--- src/rtl/rate_detector.sv ---
// Rate detector: recovers a 2-bit speed code from the spacing of enable
// pulses, locking after two consecutive matching intervals.
module rate_detector #(
    parameter  int CLOCK_FREQUENCY = 4,
    localparam int W               = $clog2(4 * CLOCK_FREQUENCY) + 1
) (
    input  logic         Clock,
    input  logic         Reset,
    input  logic         Pulse,
    output logic [1:0]   SpeedOut,
    output logic         Valid,
    output logic         Error,
    output logic [W-1:0] Period
);

    typedef enum logic [1:0] {
        S_SEARCH  = 2'd0,
        S_MEASURE = 2'd1,
        S_LOCKED  = 2'd2
    } state_t;

    localparam logic [W-1:0] P_ONE  = W'(1);
    localparam logic [W-1:0] P_1F   = W'(CLOCK_FREQUENCY);
    localparam logic [W-1:0] P_2F   = W'(2 * CLOCK_FREQUENCY);
    localparam logic [W-1:0] P_4F   = W'(4 * CLOCK_FREQUENCY);

    state_t         state_q, state_d;
    logic [W-1:0]   cnt_q, cnt_d;
    logic [1:0]     cand_q, cand_d;
    logic           cand_vld_q, cand_vld_d;
    logic [1:0]     speed_q, speed_d;
    logic           valid_q, valid_d;
    logic           error_q, error_d;
    logic [W-1:0]   period_q, period_d;

    logic [1:0]     code;
    logic           code_legal;

    // The measured period is the counter value seen in the pulse cycle.
    always_comb begin
        code       = 2'd0;
        code_legal = 1'b1;
        if (cnt_q == P_ONE)      code = 2'd0;
        else if (cnt_q == P_1F)  code = 2'd1;
        else if (cnt_q == P_2F)  code = 2'd2;
        else if (cnt_q == P_4F)  code = 2'd3;
        else                     code_legal = 1'b0;
    end

    // NOTE: every next-state signal gets a default first so no path through
    // the case statement can leave one unassigned and infer a latch.
    always_comb begin
        state_d    = state_q;
        cand_d     = cand_q;
        cand_vld_d = cand_vld_q;
        speed_d    = speed_q;
        valid_d    = valid_q;
        error_d    = 1'b0;
        period_d   = period_q;

        // Interval counter restarts on each pulse and saturates at 4F.
        if (Pulse)               cnt_d = P_ONE;
        else if (cnt_q != P_4F)  cnt_d = cnt_q + P_ONE;
        else                     cnt_d = cnt_q;

        unique case (state_q)
            S_SEARCH: begin
                if (Pulse) begin
                    state_d    = S_MEASURE;
                    cand_d     = 2'd0;
                    cand_vld_d = 1'b0;
                end
            end

            S_MEASURE: begin
                if (Pulse) begin
                    period_d = cnt_q;
                    if (!code_legal) begin
                        cand_vld_d = 1'b0;
                        error_d    = 1'b1;
                    end else if (cand_vld_q && (cand_q == code)) begin
                        state_d = S_LOCKED;
                        speed_d = code;
                        valid_d = 1'b1;
                    end else begin
                        cand_d     = code;
                        cand_vld_d = 1'b1;
                    end
                end else if (cnt_q == P_4F) begin
                    state_d    = S_SEARCH;
                    valid_d    = 1'b0;
                    error_d    = 1'b1;
                    cand_vld_d = 1'b0;
                end
            end

            S_LOCKED: begin
                if (Pulse) begin
                    period_d = cnt_q;
                    // A differing interval drops lock but may seed the next candidate.
                    if (!code_legal || (code != speed_q)) begin
                        state_d    = S_MEASURE;
                        valid_d    = 1'b0;
                        error_d    = 1'b1;
                        cand_d     = code;
                        cand_vld_d = code_legal;
                    end
                end else if (cnt_q == P_4F) begin
                    state_d    = S_SEARCH;
                    valid_d    = 1'b0;
                    error_d    = 1'b1;
                    cand_vld_d = 1'b0;
                end
            end

            default: begin
                state_d    = S_SEARCH;
                valid_d    = 1'b0;
                cand_vld_d = 1'b0;
            end
        endcase
    end

    // NOTE: state registers use non-blocking assignments so every flop
    // samples the pre-edge values; reset is synchronous and clears all of them.
    always_ff @(posedge Clock) begin
        if (Reset) begin
            state_q    <= S_SEARCH;
            cnt_q      <= '0;
            cand_q     <= 2'd0;
            cand_vld_q <= 1'b0;
            speed_q    <= 2'd0;
            valid_q    <= 1'b0;
            error_q    <= 1'b0;
            period_q   <= '0;
        end else begin
            state_q    <= state_d;
            cnt_q      <= cnt_d;
            cand_q     <= cand_d;
            cand_vld_q <= cand_vld_d;
            speed_q    <= speed_d;
            valid_q    <= valid_d;
            error_q    <= error_d;
            period_q   <= period_d;
        end
    end

    assign SpeedOut = speed_q;
    assign Valid    = valid_q;
    assign Error    = error_q;
    assign Period   = period_q;

endmodule

--- config.mk ---
export PLATFORM = sky130hd
export DESIGN_NAME = rate_detector
export DESIGN_NICKNAME = d
export VERILOG_FILES = /design/src/rtl/rate_detector.sv
export SDC_FILE = /design/constraint.sdc
export NUM_CORES = 1
export LEC_CHECK = 0
export ABC_CLOCK_PERIOD_IN_PS = 2900
export CAP_MARGIN = 20
export CORE_MARGIN = 2
export CORE_UTILIZATION = 45
export DETAILED_ROUTE_END_ITERATION = 8
export GPL_TIMING_DRIVEN = 0
export PLACE_DENSITY_LB_ADDON = 0.05
export SYNTH_ARGS = -nofsm -noshare
export SYNTH_HDL_FRONTEND = slang
export SYNTH_SLANG_ARGS = --single-unit
--- constraint.sdc ---
create_clock -name Clock -period 2.9 [get_ports Clock]
set_input_delay 0.58 -clock Clock [delete_from_list [all_inputs] [get_ports Clock]]
set_output_delay 0.58 -clock Clock [all_outputs]
set_load 0.01 [all_outputs]
== After elaboration in Yosys (flattened, before gate mapping) ==
Cells that the tools add are included.

* Add/sub/neg operators: 1
* Eq/ne operators: 19
* Muxes and demuxes: 45
* Bitwise operators: 1
* Reductions and logical operators: 14

{| class="wikitable"
|+ Operators by type and width
! kind !! number
|-
| 2-to-1 mux 2 bit || 17
|-
| 2-to-1 mux 1 bit || 23
|-
| inequality test 2 bit, second input constant || 6
|-
| case mux 2 bit (3 select lines) || 2
|-
| AND reduction 4 bit || 3
|-
| inequality test 3 bit, second input constant || 3
|-
| AND reduction 7 bit || 1
|-
| case mux 1 bit (3 select lines) || 2
|-
| adder 5 x 1 -> 5 bit, second input constant || 1
|-
| equality test 5 x 1 -> 1 bit, second input constant || 1
|-
| equality test 5 x 3 -> 1 bit, second input constant || 1
|-
| equality test 5 x 4 -> 1 bit, second input constant || 1
|-
| equality test 5 bit, second input constant || 1
|-
| inequality test 5 bit, second input constant || 1
|-
| inequality test 4 bit, second input constant || 1
|-
| OR reduction 2 bit || 2
|-
| AND reduction 3 bit || 1
|-
| nonzero test 3 bit || 1
|-
| equality test 2 x 1 -> 1 bit, second input constant || 1
|-
| equality test 2 bit || 1
|-
| equality test 2 bit, second input constant || 1
|-
| zero test 2 bit || 1
|-
| inequality test 2 bit || 1
|-
| case mux 1 bit (2 select lines) || 1
|-
| other kinds (6) || 6
|}

* Bits in registers: 19
* Bits of input ports: 3
* Logic and storage cells: 89

== Longest topological paths before layout ==
* Depth in word-level cells: 11
* Depth in mapped cells: 9
* Gate-level depth less buffers: 8

== Worst setup path before layout ==
Ideal clock, no wire load.

* Path kind: flip-flop to flip-flop
* From: reg cnt_q[0]
* To: reg cand_vld_q
* Library setup time: 0.070 ns
* Arrival: 2.070 ns
* Data required time: 2.830 ns
* Setup slack: 0.760 ns
* Cell stages (with the launch flop): 9
* Cells stage by stage: dfxtp_1 inv_1 ha_1 mux2_4 a32o_1 and4b_4 o21ba_1 or4_1 a21oi_1

* Longest elaborated chain between the ends: 9
* Elaborated cells on any way between the ends: 26

{| class="wikitable"
|+ RTL lines
! element !! RTL line !! source
|-
| start: declaration || 28 || <nowiki>logic [W-1:0] cnt_q, cnt_d;</nowiki>
|-
| start signal: assignment || 138 || <nowiki>cnt_q <= cnt_d;</nowiki>
|-
| equality test 5 bit || 46, 89, 108 ||
|-
| 2-to-1 mux 2 bit / 2-to-1 mux 1 bit (equally long branches) || 46 || <nowiki>else if (cnt_q == P_4F) code = 2'd3;</nowiki>
|-
| 2-to-1 mux 2 bit / 2-to-1 mux 1 bit (equally long branches) || 45 || <nowiki>else if (cnt_q == P_2F) code = 2'd2;</nowiki>
|-
| 2-to-1 mux 2 bit / 2-to-1 mux 1 bit (equally long branches) || 44 || <nowiki>else if (cnt_q == P_1F) code = 2'd1;</nowiki>
|-
| 2-to-1 mux 2 bit / 2-to-1 mux 1 bit (equally long branches) || 43 || <nowiki>if (cnt_q == P_ONE) code = 2'd0;</nowiki>
|-
| equality test 2 bit, or another cell as far along || 81 || <nowiki>end else if (cand_vld_q && (cand_q == code)) begin</nowiki>
|-
| logical AND 1 bit / logical OR 1 bit (equally long branches) || 81, 101 ||
|-
| inequality test 4 bit (no source line) / inequality test 3 bit (equally long branches) || n/a ||
|-
| AND reduction 3 bit (no source line) || n/a ||
|-
| end signal: assignment || 140 || <nowiki>cand_vld_q <= cand_vld_d;</nowiki>
|-
| end: declaration || 30 || <nowiki>logic cand_vld_q, cand_vld_d;</nowiki>
|}

Parallel ways exist; a longest one is shown, timed or not. The select of a mux whose other input is x is not followed.
A chain may end at the register's enable or synchronous reset.

== Worst setup path after layout ==
Ends and elaborated chain as after synthesis.

==> impl_results.md <==
- Outcome: completed
- Worst hold path startpoint: Period[2]
- CTS hold repair buffers: 0
- PostCTS Resize Cnt: 0
- Post-Synth Simple-Gate Area: 25.2%
- Core area: 2690 um^2
- Post-route minimum period: 2.34 ns
- Synthesis-to-finish area growth: 14.1%
- Final wirelength: roughly 2600 um
- Die width: ~57 um
- DR pass1 iterations: 4
- Sequential share of the synthesized area: approximately 31%
- R2R Path Start: cnt_q[0]
- Vias per cell: 5.57
- Required time worst endpoint: roughly 3.1 ns
- # IOs: 12
- I/O Buffers: 11
- Synthesized Nets: 155
- Xor and xnor fraction of the mapped netlist area: 4.82%
- Clk_skew: 0.00352 ns
- Main combinational cell family by area after synthesis: simple AND/OR/NAND/NOR gates
- GRT Overall Usage: between 10% and 20%
- Period utilisation layout: 80.5%
- Synth Area in Compound Gates: 17.1%
- Kind of critical path: register to register
- Gate Count Post-Synth: 143
- Crit path DAT: 2.58 ns
- Number of global-route vias before repair: 977
- Global-route wire length before repair: between 4000 and 5000 um
- H-tree depth: 1
- Final setup vio count: 0
- CTS root buf: clkbuf_4
- Least-Margin Pin Slew: 0.475 ns
- Worst R2R End: cand_vld_q
- Clock Latency Late Sink: 0.30 ns
- Clock-pin slew on the worst setup and hold paths: ~0.11 ns
- R2R depth: 8
- Fin Setup TNS: 0 ns
- Setup WS pre-CTS: approximately 0.40 ns
- Mapped Avg Cell Area: 8.71 um^2
- Fmax: 0.428 GHz
- P_leak: roughly 0.53 nW
- Yosys reg bits: 19
- Mapped cell area: between 1000 and 1500 um^2
- FP Rows: 19
- Distinct cells, synth: 38
- Pwr/cell area: 414 nW/um^2
- Detailed Route Iter0 Violations: 21
- DRC Markers: 0
- Initial antenna violation count: 0
- Mux cell area share after synthesis: 6.93%
- Max Cap Viol: 0
- Peak VDD IR: 0.326 mV
- Nets@finish: 171
- Rel. slew slack: 68.3%
- Clock Sinks: 19
- Routability-driven placement congestion ratio: 0.736
- RSZ-0062 raised after global routing: no
- Drt wl/cell: approximately 14 um
- Max clock buf depth: 2
- Layout cell share with drive strength beyond 1: 9.49%
- CTS Buf Count: 3
- Grt ovf: 0
- Post-DP HPWL: 1970 um
- Worst Setup End Kind: register
- DIE AREA: approximately 3200 um^2
- Worst Hold Class: register to register
- ANT nets after route: 0
- Reg-to-reg slack, setup: 0.56 ns
- Inserted Diodes: 0
- Total setup buffers inserted after CTS: 0
- Worst setup margin: between 0.5 and 0.6 ns
- Largest net degree at the start of global routing: 11
- CP max FO: 5
- Starting density of the core: 46.3%
- Yosys synthesis warning count: 0
- Worst setup SP type: register
- Setup crit end: cand_vld_q
- TritonCTS clock tree: built
- Routed via count: 1052
- Final hold vios: 0
- Die H: 56.6 um
- Max-slew violation count: 0
- Launch point of the worst path: cnt_q[0]
- Synth Area in Adders: a little under a tenth
==> area by class of cell <==
cell class                      count  area (um^2)
Buffer                              9         56.3
Clock buffer                        4         26.3
Fill cell                         262         1270
Inverter                            6         22.5
Multi-Input combinational cell    109          786
Sequential cell                    19          380
Tap cell                           31         38.8
Timing Repair Buffer               11          110
==> per-layer routing <==
metal / track usage, % / routed length [um] / vias to the layer above
met5: 0 / 0 / -
met4: 7.14 / 44 / 0
met3: 2.76 / 87 / 5
met2: 28.9 / 1230 / 18
met1: 23.2 / 1250 / 490
li1: - / - / 539
==> through the flow <==
| stage | util (%) | hold WS [ns] | instances | power [mW] | cell area (um^2) |
|---|---|---|---|---|---|
| after floorplan | - | 0.450 | 143 | 0.411 | 1240 |
| after global placement | 51.9 | 0.447 | 185 | 0.451 | 1390 |
| after detailed placement | 51.9 | 0.453 | 185 | 0.452 | 1390 |
| after CTS | 52.9 | 0.471 | 189 | 0.593 | 1420 |
| after global routing | 52.9 | 0.490 | 189 | 0.619 | 1420 |
| final | 52.9 | 0.466 | 189 | 0.587 | 1420 |
==> how the worst min path moves through the flow <==
| stage | endpoint | slack (ns) | depth (start not counted) |
|---|---|---|---|
| after detailed placement | Period[2] | 0.45 | 2 |
| after floorplan | cand_vld_q | 0.45 | 2 |
| after CTS | Period[4] | 0.47 | 2 |
| final | Period[2] | 0.47 | 2 |
| after global routing | Period[3] | 0.49 | 2 |
| after global placement | Period[3] | 0.45 | 2 |
==> cells by family after synthesis <==
group	count (synthesis)
AOI/OAI and AO/OA	31
xor gates and xnor gates	6
DFF	19
muxes	8
buffers and inverters	15
adders and majority gates	9
and+or+nand+nor	55
==> synthesized netlist by cell type <==
cell | number | area, um^2
a2111oi_2 | 1 | 15.0
a211o_1 | 1 | 8.76
a211oi_1 | 3 | 22.5
a211oi_2 | 1 | 12.5
a21oi_1 | 15 | 75.1
a32o_1 | 1 | 10.0
and2_1 | 2 | 12.5
and3_1 | 1 | 6.26
and3b_1 | 1 | 8.76
and4b_4 | 1 | 13.8
buf_6 | 3 | 33.8
clkbuf_1 | 6 | 22.5
dfxtp_1 | 19 | 380
ha_1 | 9 | 113
inv_1 | 6 | 22.5
mux2_2 | 1 | 11.3
mux2_4 | 1 | 15.0
mux2i_1 | 6 | 60.1
nand2_1 | 11 | 41.3
nand2b_1 | 4 | 25.0
nand3_1 | 7 | 35.0
nand3b_1 | 1 | 7.51
nor2_1 | 9 | 33.8
nor2b_1 | 3 | 18.8
nor3_1 | 6 | 30.0
nor3b_1 | 1 | 7.51
nor3b_4 | 1 | 18.8
nor4bb_1 | 2 | 20.0
o21ai_0 | 4 | 20.0
o21ba_1 | 2 | 20.0
o221a_2 | 1 | 11.3
o32ai_1 | 2 | 17.5
or3_1 | 3 | 18.8
or3b_2 | 1 | 8.76
or4_1 | 1 | 7.51
xnor2_1 | 2 | 17.5
xnor2_2 | 1 | 16.3
xor2_1 | 3 | 26.3
==> flip-flops by register name (all words and copies together) (netlist names) <==
register / count
cand_vld_q: 1
SpeedOut: 2
cand_q: 2
Error: 1
Valid: 1
Period: 5
state_q: 2
cnt_q: 5
==> layout by cell type (no fill, tap or decap), types with 2 or more instances in the layout <==
master	n
clkdlybuf4s50_1	11
a211oi_1	3
or3_1	3
nor3_1	6
mux2i_1	6
nand2_1	11
o32ai_1	2
and2_1	2
nand3_1	7
o21ai_0	4
buf_6	3
clkbuf_4	3
nor2_1	9
o21ba_1	2
ha_1	9
clkbuf_1	7
dfxtp_1	19
nor2b_1	3
nor4bb_1	2
xor2_1	3
xnor2_1	2
nand2b_1	4
inv_1	6
a21oi_1	15
==> critical path, cell delays in order, from the launching register on <==
cell and delay (ns):
dfxtp_1 0.42, inv_1 0.11, ha_1 0.24, mux2_4 0.26, a32o_1 0.23, and4b_4 0.22
o21ba_1 0.19, or4_1 0.46, a21oi_1 0.14
==> power by group <==
| part | internal, mW | switching [mW] | leakage (nW) |
|---|---|---|---|
| registers | 0.271 | 0.0106 | 0.154 |
| clock network | 0.0537 | 0.0858 | 0.0150 |
| logic | 0.0682 | 0.0984 | 0.361 |
| total | 0.393 | 0.195 | 0.530 |
No activity file was read; power rests on OpenSTA's default activity.
